File: src/rtl/console_arbiter.sv
// Round-robin arbiter sharing one console sink among NREQ Wishbone-style requesters.
// Define CONSOLE_ARB_LINE_LOCK_EN to keep each requester's output line contiguous.
module console_arbiter #(
   parameter int NREQ         = 2,
   parameter int LOCK_TIMEOUT = 255
) (
   input  logic                i_clk,
   input  logic                i_reset,
   input  logic [NREQ-1:0]     i_req_stb,
   input  logic [NREQ*32-1:0]  i_req_data,
   output logic [NREQ-1:0]     o_req_ack,
   output logic [NREQ-1:0]     o_req_stall,
   output logic                o_con_stb,
   output logic [31:0]         o_con_data,
   input  logic                i_con_ack,
   input  logic                i_con_stall,
   output logic [2:0]          o_grant,
   output logic                o_busy
);

   if (NREQ < 2 || NREQ > 8 || LOCK_TIMEOUT < 1) begin : g_bad_params
      $error("console_arbiter: NREQ must be 2..8 and LOCK_TIMEOUT must be >= 1");
   end

   typedef enum logic [1:0] {IDLE, ISSUE, WAIT_ACK} state_t;

   state_t            state, state_next;
   logic [2:0]        rr_ptr;
   logic [2:0]        win;
   logic [2:0]        next_ptr;
   logic              win_valid;
   logic [NREQ-1:0]   eligible;
   logic [NREQ-1:0]   win_onehot;
   logic [NREQ-1:0]   grant_onehot;
   logic [31:0]       win_data;

`ifdef CONSOLE_ARB_LINE_LOCK_EN
   localparam int            CW           = $clog2(LOCK_TIMEOUT + 1);
   localparam logic [CW-1:0] TIMEOUT_MAX  = CW'(LOCK_TIMEOUT);
   localparam logic [CW-1:0] TIMEOUT_LAST = CW'(LOCK_TIMEOUT - 1);

   logic              lock;
   logic [2:0]        lock_owner;
   logic [CW-1:0]     idle_cnt;
   logic              owner_stb;
`endif

   // Winner search: the lowest offset from rr_ptr among eligible strobes.
   always_comb begin
      // NOTE: every signal gets a default first so no path leaves it unassigned (no latches).
      eligible = i_req_stb;
`ifdef CONSOLE_ARB_LINE_LOCK_EN
      owner_stb = 1'b0;
      for (int i = 0; i < NREQ; i++) begin
         if (3'(i) == lock_owner) owner_stb = i_req_stb[i];
         else if (lock)           eligible[i] = 1'b0;
      end
`endif
      win_valid = 1'b0;
      win       = '0;
      for (int k = 0; k < NREQ; k++) begin
         for (int i = 0; i < NREQ; i++) begin
            if (!win_valid && eligible[i] && i == (int'(rr_ptr) + k) % NREQ) begin
               win_valid = 1'b1;
               win       = 3'(i);
            end
         end
      end
      win_data     = '0;
      next_ptr     = '0;
      win_onehot   = '0;
      grant_onehot = '0;
      for (int i = 0; i < NREQ; i++) begin
         if (3'(i) == win) begin
            win_data      = i_req_data[32*i +: 32];
            next_ptr      = 3'((i + 1) % NREQ);
            win_onehot[i] = 1'b1;
         end
         if (3'(i) == o_grant) grant_onehot[i] = 1'b1;
      end
   end

   always_comb begin
      state_next  = state;
      o_req_stall = '1;
      case (state)
         IDLE: begin
            if (i_req_stb == '0)  o_req_stall = '0;
            else if (win_valid)   o_req_stall = ~win_onehot;
            if (win_valid) state_next = ISSUE;
         end
         ISSUE:    if (!i_con_stall) state_next = WAIT_ACK;
         WAIT_ACK: if (i_con_ack)    state_next = IDLE;
         default:  state_next = IDLE;
      endcase
   end

   assign o_busy = (state != IDLE);

   always_ff @(posedge i_clk) begin
      if (i_reset) state <= IDLE;
      else         state <= state_next;
   end

   always_ff @(posedge i_clk) begin
      if (i_reset) begin
         o_con_stb  <= 1'b0;
         o_con_data <= '0;
         o_req_ack  <= '0;
         o_grant    <= '0;
         rr_ptr     <= '0;
      end else begin
         o_req_ack <= '0;
         case (state)
            IDLE: begin
               if (win_valid) begin
                  o_con_data <= win_data;
                  o_con_stb  <= 1'b1;
                  o_grant    <= win;
                  rr_ptr     <= next_ptr;
               end
            end
            ISSUE:    if (!i_con_stall) o_con_stb <= 1'b0;
            WAIT_ACK: if (i_con_ack)    o_req_ack <= grant_onehot;
            default:  ;
         endcase
      end
   end

`ifdef CONSOLE_ARB_LINE_LOCK_EN
   // A newline from the owner releases the lock; an absent owner releases it on timeout.
   always_ff @(posedge i_clk) begin
      if (i_reset) begin
         lock       <= 1'b0;
         lock_owner <= '0;
         idle_cnt   <= '0;
      end else if (state == IDLE) begin
         if (win_valid) begin
            idle_cnt <= '0;
            if (win_data[7:0] == 8'h0A) begin
               lock <= 1'b0;
            end else begin
               lock       <= 1'b1;
               lock_owner <= win;
            end
         end else if (lock && !owner_stb && idle_cnt != TIMEOUT_MAX) begin
            idle_cnt <= idle_cnt + 1'b1;
            if (idle_cnt == TIMEOUT_LAST) lock <= 1'b0;
         end
      end
   end
`endif

endmodule

File: config.mk
export PLATFORM = sky130hd
export DESIGN_NAME = console_arbiter
export DESIGN_NICKNAME = d
export VERILOG_FILES = /design/src/rtl/console_arbiter.sv
export SDC_FILE = /design/constraint.sdc
export NUM_CORES = 1
export LEC_CHECK = 0
export CORE_ASPECT_RATIO = 0.75
export CORE_UTILIZATION = 40
export CTS_CLUSTER_DIAMETER = 80
export CTS_CLUSTER_SIZE = 24
export DETAILED_ROUTE_END_ITERATION = 10
export HOLD_SLACK_MARGIN = 0.12
export PLACE_DENSITY = 0.81
export REMOVE_ABC_BUFFERS = 1
export SKIP_LAST_GASP = 1
export SLEW_MARGIN = 20
export SYNTH_ARGS = -nofsm -noshare
export SYNTH_HDL_FRONTEND = slang
export SYNTH_SLANG_ARGS = --single-unit
File: constraint.sdc
create_clock -name i_clk -period 1.75 [get_ports i_clk]
set_input_delay 0.35 -clock i_clk [delete_from_list [all_inputs] [get_ports i_clk]]
set_output_delay 0.35 -clock i_clk [all_outputs]
set_load 0.01 [all_outputs]
======== Word level (Yosys, flattened, before mapping) ========
Index checks and enable logic that the tools add are counted.
storage, ports and cells
  word-level logic and storage cells ...... 66
  input port bits ......................... 70
  bits in registers ....................... 41
  output and inout bits ................... 41
operators by class
  add/subtract/negate cells ............... 1
  equality and inequality tests ........... 8
  muxes and demuxes ....................... 25
  bitwise logic cells ..................... 4
  reductions and logical operators ........ 22
operators with widths
  kind                   number
  $logic_not A32 Y1      2
  $mux W32               2
  $mux W1                13
  $mux W2                6
  $logic_and A1 B1 Y1    7
  $eq A1 B3 Y1 const A   2
  $logic_not A3 Y1       2
  $mux W3                2
  $ne A2 B2 Y1 const B   3
  $pmux W2 S3            1
  $reduce_and A3 Y1      2
  $logic_not A2 Y1       2
  $reduce_bool A2 Y1     2
  $logic_not A1 Y1       3
  $reduce_or A3 Y1       1
  $eq A2 B1 Y1 const B   1
  $eq A2 B2 Y1 const A   1
  $eq A2 B2 Y1 const B   1
  $not A1 Y1             2
  $not A2 Y2             1
  $pmux W1 S2            1
  $reduce_and A2 Y1      1
  $add A1 B1 Y1 const B  1
  $and A1 B1 Y1 const A  1

======== Logic depth before layout (Yosys ltp) ========
  depth after elaboration ................. 21
  depth in mapped cells ................... 6
  depth with buffers taken out ............ 4

======== Worst setup path before layout ========
No wires, ideal clock.
  kind .................................... input port to output port
  start ................................... input i_req_stb[1]
  end ..................................... output o_req_stall[1]
  path buffers ............................ 2
  required time ........................... 1.400 ns
  setup slack ............................. 0.390 ns
  cell stages on the path ................. 5
  data arrival time ....................... 1.010 ns
  path through ............................ buf_2 > nand2_1 > buf_4 > nand2_1 > nand2_1
on the way
  word-level cells in the longest chain between the ends .. 17
  elaborated cells between the ends (all ways) .. 21
  classes of those cells .................. 1 x eq/ne; 10 x mux; 1 x bitwise; 9 x reduce/logical
ends and longest elaborated chain
  element                            RTL line  text
  start, declared                    9         input logic [NREQ-1:0] i_req_stb,
  $logic_and A1 B1 Y1 (2 in series)  63        if (!win_valid && eligible[i] && i == (int'(rr_ptr) + k) % NREQ) begin
  $mux W1                            63
  $logic_not A1 Y1                   63
  $logic_and A1 B1 Y1 (2 in series)  63
  $mux W1                            63
  $logic_not A1 Y1                   63
  $logic_and A1 B1 Y1 (2 in series)  63
  $mux W3                            63
  $eq A1 B3 Y1                       74        if (3'(i) == win) begin
  $mux W1                            74
  $not A2 Y2                         89        else if (win_valid) o_req_stall = ~win_onehot;
  $mux W2                            89
  $mux W2 (*)                        88        if (i_req_stb == '0) o_req_stall = '0;
  $mux W2 (*)                        86        case (state)
  end, declared                      12        output logic [NREQ-1:0] o_req_stall,
Mark *: on every way between the ends. The rest lies on a longest branch, timed or not.

======== Worst setup path in the final report ========
  start ................................... input i_req_stb[1]
  end ..................................... output o_req_stall[0]
on the way
  word-level cells in the longest chain between the ends .. 17
  elaborated cells between the ends (all ways) .. 21
  classes of those cells .................. 10 x mux; 1 x bitwise; 10 x reduce/logical
ends and longest elaborated chain
  element                            RTL line
  $logic_and A1 B1 Y1 (2 in series)  63
  $mux W1                            63
  $logic_not A1 Y1                   63
  $logic_and A1 B1 Y1 (2 in series)  63
  $mux W1                            63
  $logic_not A1 Y1                   63
  $logic_and A1 B1 Y1 (2 in series)  63
  $mux W3                            63
  $logic_not A3 Y1                   74
  $mux W1                            74
  $not A2 Y2                         89
  $mux W2                            89
  $mux W2 (*)                        88
  $mux W2 (*)                        86
Marks and branches as above.

==> metrics.txt <==
crit path setup slack, layout 79.2 ps; Commonest cells post-synth dfxtp_1, a31oi_1, nand3_1, nand4_1, o21ai_0; Port Buffers approximately 110; Netlist Area Pre-Place 1870 sq um; clk sinks 39; cell taking the most area after synthesis dfxtp_1; CTS tree yes; Die ar. 4960 sq um; GRT overflow 0; Setup Viol. Count Final 0; First DRT Iteration DRCs 195; portion of netlist area occupied by mux cells 0%; number of diodes 0; max incr delay on CP 470 ps; Via density 5.89; worst path arrival time roughly 1300 ps; setup TNS 0 ps; largest family of logic cells by synthesized area simple AND/OR/NAND/NOR gates; share of cells above drive strength 1 10.5%; Max clock buf depth 2; core area 4470 sq um; Top Ports 111; wire per inst ~17 um; distinct cell type count after synthesis 32; pre-CTS WS -516 ps; width of the chip 81.0 um; CTS Buf Count 5; RSZ-0062 raised after global routing no; clock skew 9.66 ps; largest net degree at the start of global routing 40; Slew Limit Headroom between 50% and 60%; antenna violations before repair 0; area grow syn2layout 67.8%; Initial DRT Pass Iterations 4; Routed Antenna Nets 0; critical path launch point type primary input; DR DRC count 0; first-pass GRT wire length around 9500 um; Adder-Cell Fraction of Synth Area 0%; Crit Path Category primary input to primary output; nets about 400; gpl congestion 0.799; max_cap viols 0; end-of-flow core utilization 70.3%; top-count cell post-synth dfxtp_1; final hold violations 0; Clock transition at path regs 70 ps; DR vias 2290; XOR/XNOR share of the synthesized area 0%; syn_area_per_cell approximately 8 sq um; Final Instance Area 3140 sq um; filler instances 370; Post-DP HPWL 4170 um; Worst setup EP type primary output; Yosys top cell area share 41.7%; Slowest-stage cell, CP clkdlybuf4s50_1; Worst Hold Class flop to flop; Synth Register Bits 39; worst-path fanout max 7; Slew @ Worst Pin between 600 and 700 ps; Die Y 61.2 um; min cycle time layout ~1700 ps; LEAKAGE 1.10 nW; fin cells 389; fin. max-slew vios 0; initial core utilization between 40% and 50%; Tot Pwr 2.53 mW; Worst VDD drop 0.000503 V; hold bufs inserted after CTS 0; CTS root buffer clkbuf_8; row count 21; CP most frequent cell nand2_1; Async SR Flop Fraction 0%; drt total wl around 6400 um; WP data required between 1000 and 1500 ps; worst skew pair latency approximately 290 ps; compound-cell area share of the yosys netlist 21.8%; Overall Global Routing Usage 25.0%; YS warnings 0; status finished, final reports clean; # placed instances approximately 380; register area share after synthesis 41.7%; H-tree levels 2; Peak Freq 598 MHz; Hold WS 468 ps; Cell Chain, Critical Path clkdlybuf4s50_1 > buf_6 > nand2_1 > nand2_1 > clkdlybuf4s15_1; vias in the first global route around 2000; Final period util 95.5%; PD cells 805 nW/um^2; top cells by area, synth dfxtp_1, a31oi_1, nand4_1; Post-Synthesis Cells 227; simple-gate share of the synthesized area 26.0%; number of synthesized flops with an enable pin 0; Area after DPL 3000 sq um; ys flop type dfxtp_1
-- cell usage in the layout, fill, tap and decap left out, types with 5 or more instances in the layout --
cell,instances
clkdlybuf4s50_1,104
dfxtp_1,38
nand4_1,32
nand3_1,32
a31oi_1,32
o21ai_0,23
buf_4,16
o21ai_1,10
clkbuf_8,6
nand2_1,5
-- area by class of cell --
type	count	area, sq um	area share [%]
Clock buffer	6	82.6	2.63
Timing Repair Buffer	127	1250	39.8
Multi-Input combinational cell	156	910	29.0
Inverter	2	7.51	0.239
Tap cell	57	71.3	2.27
Sequential cell	39	785	25.0
Clock inverter	2	35.0	1.12
-- registers in the layout (all words and copies together) (netlist names) --
signal	flops
state	2
o_grant	1
o_con_stb	1
o_con_data	32
rr_ptr	1
o_req_ack	2
-- final timing paths --
path / endpoint / slack [ps] / startpoint / cells past startpoint
max reg2reg: o_con_data[14]$_SDFFE_PP0P_ / 390 / state[1]$_SDFFE_PP0P_ / 5
min reg2reg: o_req_ack[0]$_SDFF_PP0_ / 470 / o_grant[0]$_SDFFE_PP0P_ / 1
min: o_req_ack[0]$_SDFF_PP0_ / 470 / o_grant[0]$_SDFFE_PP0P_ / 1
max: o_req_stall[0] / 80 / i_req_stb[1] / 5
-- power by group --
group	internal, mW	leakage [nW]	switching (mW)
Combinational	0.402	0.718	0.335
Clock	0.462	0.0612	0.316
Sequential	0.966	0.321	0.0478
-- layer usage --
metal / vias to the layer above / global-route usage [%] / part of all wire, %
li1: 1070 / - / -
met1: 1057 / 32.1 / 42
met2: 147 / 42.4 / 47
met3: 16 / 5.19 / 9.5
met4: 0 / 8.42 / 1.8
met5: - / 0 / 0
-- critical path: cells and delay by family --
| family | cells | cell delay (ps) |
|---|---|---|
| and+or+nand+nor | 2 | 120 |
| buffers and inverters | 3 | 830 |
-- cell families after synthesis --
family | count (synthesis)
buf+inv | 33
other cells | 1
flops | 39
simple gates | 83
compound gates | 71
-- timing repair --
action,CTS,global route
pin swaps,0,1
buffers inserted,0,2
cloned,0,0
gates resized for setup,6,6
endpoints found under the setup margin,35,3
(Power assumes the default switching activity.)
==> RTL change (config.mk and constraints unchanged) <==
The option `CONSOLE_ARB_LINE_LOCK_EN` is turned on by a define.
--- a/src/rtl/console_arbiter.sv
+++ b/src/rtl/console_arbiter.sv
@@ -1,4 +1,6 @@
 // Round-robin arbiter sharing one console sink among NREQ Wishbone-style requesters.
 // Define CONSOLE_ARB_LINE_LOCK_EN to keep each requester's output line contiguous.
+`define CONSOLE_ARB_LINE_LOCK_EN
+
 module console_arbiter #(
    parameter int NREQ         = 2,
Function: changed (a bounded check fails within 4 cycles, from zero or initial values and one cycle with i_reset high).
==> RTL change against the unedited design <==
  * The flow now finishes with violations (negative setup slack)
  * Routed wire length up 10%
  * Non-clock buffer count up 8
  * Via count up 11%
  * Area after synthesis up 21%
  * Sequential share of layout area up 1.2 points
  * Design area up 21%
  * Sequential power up 34%
  * Sequential cell count up 10
  * Total power up 35%
  * Worst setup slack worse by 0.15 ns
  * Clock skew down 0.0049 ns
  * Critical path type is now reg -> reg
  * Largest power group unchanged
==> RTL change: results (changes against the unedited design) <==
| Metric | Value |
|---|---|
| Violated checks | `negative setup slack` |
| DR vias/cell | `5.27 (was 5.89)` |
| Sequential-to-total area share from yosys stat | `43.4% (was 41.7%)` |
| ANT cells | `0 (unchanged)` |
| Number of global-route vias before repair | `2390 (was 2019)` |
| Layout cells sized above 1 | `13.2% (was 10.5%)` |
| Top cells by count, synth | `74 x nand2_1, 49 x dfxtp_1, 44 x nor2_1 (was 39 x dfxtp_1, 32 x a31oi_1, 32 x nand3_1, 32 x nand4_1, 23 x o21ai_0)` |
| Post-DP HPWL | `4.75 mm (was 4.17 mm)` |
| Crit-path leading delay family | `compound AO/OA/AOI/OAI gates (was buffers and inverters)` |
| First-pass GRT wire length | `11.1 mm (was 9.47 mm)` |
| Slowest stage delay, CP | `0.40 ns (was 0.47 ns)` |
| CTS Hold Bufs | `0 (unchanged)` |
| Status | `complete, but fails checks (was complete, no violations)` |
| Synth unique cells | `36 (was 32)` |
| Initial DRC Count | `138 (was 195)` |
| Worst-path fanout max | `6 (was 7)` |
| Largest regs | `o_con_data: 32 flops, idle_cnt: 8 flops (was o_con_data: 32 flops, o_req_ack: 2 flops, state: 2 flops)` |
| Setup ws final | `-0.0673 ns (was 0.0792 ns)` |
| GRT Util Overall | `24.5% (was 25.0%)` |
| Worst-path clk slew | `0.09 ns (was 0.07 ns)` |
| Setup violations, final | `38 (was 0)` |
| Mapped Cells | `288 (was 227)` |
| Leakage | `1.46 nW (was 1.10 nW)` |
| DR pass1 iterations | `4 (unchanged)` |
| Pin count of the biggest net entering global routing | `43 (was 40)` |
| WL final | `7.07 mm (was 6.43 mm)` |
| Slowest-stage cell, CP | `a2111oi_4 (was clkdlybuf4s50_1)` |
| Setup Total Neg Slack | `-0.785 ns (was 0 ns)` |
| Drt wl/cell | `14.6 um (was 16.5 um)` |
| Synth area leaders | `dfxtp_1 43%, a311oi_1 12%, nand2_1 12% (was dfxtp_1 42%, a31oi_1 11%, nand4_1 11%)` |
| Worst EP arrival | `2.05 ns (was 1.32 ns)` |
| Worst vdd ir | `0.564 mV (was 0.503 mV)` |
| Fill cells | `434 (was 370)` |
| Setup crit start kind | `flop (was input pin)` |
| CTS Buffer Depth | `2 (unchanged)` |
| Fin Clk Skew | `0.00477 ns (was 0.00966 ns)` |
| Nets | `479 (was 401)` |
| DP Cell Count | `471 (was 379)` |
| Worst Hold Class | `reg -> reg (unchanged)` |
| Global placement routability congestion | `0.874 (was 0.799)` |
| Yosys warnings | `0 (unchanged)` |
-- RTL change: cell types whose count changed after synthesis, moves of 5 or more --
cell	change
clkbuf_1	+10
o21ai_1	-10
o21ai_0	-17
o31ai_1	+5
a311oi_1	+32
nor2_1	+41
buf_2	-10
nand4_1	-30
a31oi_1	-32
buf_6	-5
dfxtp_1	+10
nand3_1	-28
nand2_1	+69
-- RTL change: routing by layer --
layer	vias up	global-route usage (%)	routed length, um
li1	1253	-	-
met4	0	8.47	72
met3	11	5.20	527
met1	1182	30.3	3110
met2	98	42.5	3360
met5	-	0	0
-- RTL change: worst paths after layout --
kind,cells past startpoint,startpoint,to,slack (ns)
min,2,o_con_stb$_SDFFE_PP0P_,o_con_stb$_SDFFE_PP0P_,0.47
max,6,lock_owner[0]$_SDFFE_PP0P_,idle_cnt[6]$_SDFFE_PP0P_,-0.07
min reg2reg,2,o_con_stb$_SDFFE_PP0P_,o_con_stb$_SDFFE_PP0P_,0.47
max reg2reg,6,lock_owner[0]$_SDFFE_PP0P_,idle_cnt[6]$_SDFFE_PP0P_,-0.07
-- RTL change: metrics by stage --
step / power, mW / cell area [um2] / setup slack [ns]
after floorplan: 1.86 / 2160 / -1.99
after global placement: 2.50 / 3540 / -0.609
after detailed placement: 2.53 / 3540 / -0.698
after CTS: 3.43 / 3740 / -0.0598
after global routing: 3.62 / 3790 / -0.164
final: 3.42 / 3790 / -0.0673
-- RTL change: repair_timing --
item                       4_1_cts  5_1_grt
setup endpoints to repair       46       43
setup buffers                    2        1
gates cloned                     1        0
pin swaps                        2       10
resized for setup               27       13
-- RTL change: cells by family (layout without fill, tap and decap cells) --
logic type / Yosys count / count (layout) / share of synthesized area, %
mux: 4 / 4 / 1.77
other cells: 1 / 2 / 0.166
buf+inv: 30 / 149 / 5.53
simple gates: 143 / 143 / 26.6
flops: 49 / 49 / 43.4
fa+ha+maj: 2 / 2 / 1.11
compound gates: 59 / 59 / 21.4
-- RTL change: worst min-delay path: cells and delay by family, from the launching register on --
family,cells,cell delay [ns]
compound gates,2,0.12
flops,1,0.31
-- RTL change: report_power, final --
part           internal [mW]  switching, mW
Clock                  0.466          0.357
Combinational          0.669          0.580
Sequential              1.26         0.0881
-- RTL change: area by class of cell --
type                            instances  area [um2]  share of cell area (%)
Timing Repair Buffer                  135        1330                    35.1
Multi-Input combinational cell        210        1240                    32.6
Sequential cell                        49         993                    26.2
Tap cell                               75        93.8                    2.47
Clock buffer                            7        86.3                    2.28
Clock inverter                          1        30.0                   0.792
Inverter                                6        23.8                   0.627
